<file path="src/rtl/fpc_arbiter.sv">
// ============================================================================
// Module   : fpc_arbiter
// Purpose  : Two-port round-robin request arbiter/sequencer for the shared
//            bfloat16 Fpc, with result routing back to the issuing port.
// Revision : 1.0 - initial release
// ============================================================================
`default_nettype none

module fpc_arbiter #(
    parameter int DEPTH = 2
) (
    input  logic             clk,
    input  logic             rst,
    input  logic [1:0]       req_valid,
    output logic [1:0]       req_ready,
    input  logic [1:0]       req_mode,
    input  logic [1:0][15:0] req_a,
    input  logic [1:0][15:0] req_b,
    output logic [1:0]       rsp_valid,
    output logic [15:0]      rsp_data,
    output logic             fpc_rst_n,
    output logic             fpc_in_valid,
    output logic             fpc_mode,
    output logic [15:0]      fpc_in_a,
    output logic [15:0]      fpc_in_b,
    input  logic             fpc_out_valid,
    input  logic [15:0]      fpc_out,
    output logic             busy
);

    localparam int             AW   = (DEPTH > 1) ? $clog2(DEPTH) : 1;
    localparam int             CW   = AW + 1;
    localparam logic [CW-1:0]  FULL = CW'(DEPTH);

    logic [1:0]         ne;
    logic [1:0]         push;
    logic [1:0]         pop;
    logic [1:0][32:0]   head;
    logic [1:0][CW-1:0] count;

    logic               grant;
    logic               gport;
    logic               last_grant;
    logic               tag_v;
    logic               tag;

    generate
        for (genvar p = 0; p < 2; p++) begin : g_port
            logic [32:0]   mem [DEPTH];
            logic [AW-1:0] wr_ptr;
            logic [AW-1:0] rd_ptr;
            logic [CW-1:0] cnt;

            always_ff @(posedge clk) begin
                if (push[p]) begin
                    mem[wr_ptr] <= {req_mode[p], req_a[p], req_b[p]};
                end
            end

            // Power-of-two depth lets the pointers wrap naturally.
            always_ff @(posedge clk) begin
                if (rst) begin
                    wr_ptr <= '0;
                    rd_ptr <= '0;
                    cnt    <= '0;
                end else begin
                    if (push[p]) begin
                        wr_ptr <= wr_ptr + AW'(1);
                    end
                    if (pop[p]) begin
                        rd_ptr <= rd_ptr + AW'(1);
                    end
                    case ({push[p], pop[p]})
                        2'b10:   cnt <= cnt + CW'(1);
                        2'b01:   cnt <= cnt - CW'(1);
                        default: cnt <= cnt;
                    endcase
                end
            end

            assign ne[p]        = (cnt != '0);
            assign head[p]      = mem[rd_ptr];
            assign count[p]     = cnt;
            assign req_ready[p] = !rst && (cnt != FULL);
            assign push[p]      = req_valid[p] && req_ready[p];
        end
    endgenerate

    // On a tie the port that did not win last time is served.
    always_comb begin
        grant = ne[0] || ne[1];
        gport = (ne[0] && ne[1]) ? ~last_grant : ~ne[0];
        pop   = 2'b00;
        if (grant) begin
            pop[gport] = 1'b1;
        end
    end

    always_comb begin
        fpc_in_valid = grant;
        fpc_mode     = 1'b0;
        fpc_in_a     = 16'h0000;
        fpc_in_b     = 16'h0000;
        if (grant) begin
            {fpc_mode, fpc_in_a, fpc_in_b} = head[gport];
        end
    end

    always_ff @(posedge clk) begin
        if (rst) begin
            last_grant <= 1'b1;
            tag_v      <= 1'b0;
            tag        <= 1'b0;
        end else begin
            tag_v <= grant;
            tag   <= gport;
            if (grant) begin
                last_grant <= gport;
            end
        end
    end

    assign rsp_valid[0] = fpc_out_valid && tag_v && !tag;
    assign rsp_valid[1] = fpc_out_valid && tag_v && tag;
    assign rsp_data     = fpc_out;
    assign fpc_rst_n    = ~rst;
    assign busy         = (count[0] != '0) || (count[1] != '0) || tag_v;

endmodule

`default_nettype wire
</file>
<file path="config.mk">
export PLATFORM = sky130hd
export DESIGN_NAME = fpc_arbiter
export DESIGN_NICKNAME = d
export VERILOG_FILES = /design/src/rtl/fpc_arbiter.sv
export SDC_FILE = /design/constraint.sdc
export NUM_CORES = 1
export LEC_CHECK = 0
export ABC_AREA = 1
export BUFFER_PORTS_ARGS = -buffer_cell sky130_fd_sc_hd__buf_2
export CAP_MARGIN = 20
export CELL_PAD_IN_SITES_DETAIL_PLACEMENT = 1
export CELL_PAD_IN_SITES_GLOBAL_PLACEMENT = 1
export CORE_MARGIN = 2
export CORE_UTILIZATION = 30
export CTS_CLUSTER_SIZE = 28
export DETAILED_ROUTE_END_ITERATION = 10
export PLACE_DENSITY = 0.71
export SYNTH_ARGS = -nofsm -noshare
export SYNTH_HDL_FRONTEND = slang
export SYNTH_SLANG_ARGS = --single-unit
export TNS_END_PERCENT = 50
</file>
<file path="constraint.sdc">
create_clock -name clk -period 5.9 [get_ports clk]
set_input_delay 0.295 -clock clk [delete_from_list [all_inputs] [get_ports clk]]
set_output_delay 0.295 -clock clk [all_outputs]
set_load 0.01 [all_outputs]
</file>
==> results.yml <==
clock_tree:
  cts_setup_buffers: 0
  cts-resized-gates: 0
  clk_pin_slew_ns: 0.06
  clkSinkCount: 145
  cts_buffers: 17
  cts_root_buffer: "clkbuf_16"
  cts_tree: "yes"
  ctsHoldBuffers: 0
  clock_latency_ns: 0.42
  htree_levels: 4
  cts_buffer_depth: 2
layout:
  multiInputGateArea_um2: 1460
  nets: 756
  synthToLayoutAreaGrowth_pct: 21.9
  fillCellCount: 2318
  regArea_um2: 4230
  fin_area_um2: 7500
  final_common_cell: "nand2_1"
  layout_common_cells: "151 x nand2_1, 132 x edfxtp_1, 110 x buf_2"
  drive_above_1_share: 0.235
pwr:
  power.total_mw: 3.78
  switching_share: 0.368
  power.internal_mw: 2.39
  leakagePower_nw: 3.19
  p_sw_mw: 1.39
  clkPwrFrac: 0.302
  cellPowerDensity_nw_per_um2: 504
  power_frac_comb: 0.347
  seqPwrFrac: 0.350
  vdd_drop_max_uv: 179
critical_path:
  cp_max_fo: 34
  cp_cell_sequence: "buf_4, inv_1, buf_16, nor2_1, nor2_1, nand2_1, nand2_1, buf_2"
  cp-start-kind: "register"
  cp_slowest_cell: "inv_1"
  critPathMaxStageDelay_ns: 0.47
  worstPathArrival_ns: 2.18
  crit_required_ns: 5.61
  cp-end-kind: "output pin"
  setup.worst_path.class: "register to output pin"
drt:
  vias: 4169
  dr.pass1.iters: 4
  wl_um: 15500
  vias_per_cell: 4.37
  drc: 0
  wire_per_inst_um: 16.3
  ant_nets: 0
  drtIter0Drc: 311
job:
  drv_cap: 0
placement:
  placed_area_um2: 6840
  portBuffers: 110
  place_congestion: 0.779
  dp_hpwl_um: 10700
sta:
  layout_worst_path_cycle_share: 0.419
  max_freq_ghz: 0.405
  finalHoldViolCount: 0
  post-route-min-period_ns: 2.47
  fin_setup_tns_ns: 0
  finalMaxSlewViolations: 0
  rsz0062_at_grt: "false"
  clock_skew_ns: 0.0101
  setup_viol: 0
  tightest_slew_ns: 1.04
  max_slew_margin: 0.304
die:
  die_x_um: 147
  rows: 52
  ios: 143
  die_h_um: 147
  start_util: 0.305
  core_um2: 20200
  die_area_um2: 21700
grt:
  grt_pass1_vias: 4338
  antenna_found_initial: 4
  grt_overflow: 0
  grt_pass1_wl_um: 23700
  grt_max_degree: 67
  grtUsageTotal: 0.144
yosys:
  ys_ff_latch: 145
  synthesis.nets: 663
  syn_area_um2: 6150
  synth.distinct_cells: 29
  syn_area_per_cell_um2: 10.7
  yosys_warnings: 0
  yosysSeqAreaShare: 0.687
  syn_inst: 574
run_status:
  outcome: "complete, no violations"
worst_hold_path:
  hold_path.class: "input pin to register"
layer usage:
layer	global-route usage	up-vias	wire length, um
met3	0.0345	26	633
met2	0.234	94	7540
met1	0.183	1989	7030
li1	-	2056	-
met5	0	-	21
met4	0.0639	4	300
worst paths after layout:
check | startpoint | endpoint | slack [ns] | cells past startpoint
max | register | fpc_in_b[3] | 3.43 | 8
min | req_a[8] | g_port[0].mem[0][24]$_DFFE_PP_ | 0.07 | 1
max reg2reg | g_port[1].cnt[1]$_SDFFE_PP0P_ | g_port[0].cnt[1]$_SDFFE_PP0P_ | 3.80 | 10
min reg2reg | g_port[0].rd_ptr$_SDFFE_PP0P_ | g_port[0].rd_ptr$_SDFFE_PP0P_ | 0.52 | 2
through the flow:
stage               hold slack [ns]  instances   util  setup slack [ns]
floorplan                     0.364        574      -              3.40
global placement              0.468        917  0.338              3.47
detailed placement            0.487        918  0.339              3.43
CTS                          0.0471        950  0.371              3.38
global route                 0.0529        951  0.371              3.23
finish                       0.0688        953  0.372              3.43
area by class of cell:
class | count | area share
multi-input cells | 333 | 0.194
clock inverters | 6 | 0.00751
clock buffers | 26 | 0.0794
inverters | 58 | 0.0310
well taps | 270 | 0.0451
flip-flops and latches | 145 | 0.564
repair buffers | 112 | 0.0781
diodes | 3 | 0.00100
power by group through the flow:
stage | clock network (mW) | registers, mW | logic, mW
floorplan | 0 | 1.28 | 0.932
global placement | 0 | 1.34 | 1.31
detailed placement | 0 | 1.35 | 1.33
CTS | 1.16 | 1.33 | 1.34
global route | 1.20 | 1.34 | 1.47
finish | 1.14 | 1.32 | 1.31
flip-flops by register name, summed over array words and instances, names as in the netlist, named ones only:
signal         count
g_port.cnt         4
g_port.mem       132
g_port.rd_ptr      2
g_port.wr_ptr      2
last_grant         1
tag                1
tag_v              1
synth_stat cells (all sizes together):
master	count	share of area
a31oi	3	0.0031
o211ai	1	0.0012
buf	33	0.040
nand2	154	0.099
dfxtp	13	0.042
edfxtp	132	0.64
nor2	96	0.061
inv	58	0.038
nand4	1	0.0010
o21ai	60	0.049
nand3	11	0.0098
clkbuf	5	0.0039
a21oi	4	0.0033
ha	2	0.0041
or2	1	0.0010
logic make-up after synthesis:
kind of cell / count (synthesis) / synth area share
simple gates: 263 / 0.171
flops: 145 / 0.687
buf+inv: 96 / 0.0816
compound gates: 68 / 0.0563
fa+ha+maj: 2 / 0.00407
critical path: cells and delay by family, from the launching register on:
kind                   cells  cell delay [ns]
buffers and inverters      4             1.07
and+or+nand+nor            4             0.37
DFF                        1             0.30
Power figures use the tool's default switching activity.
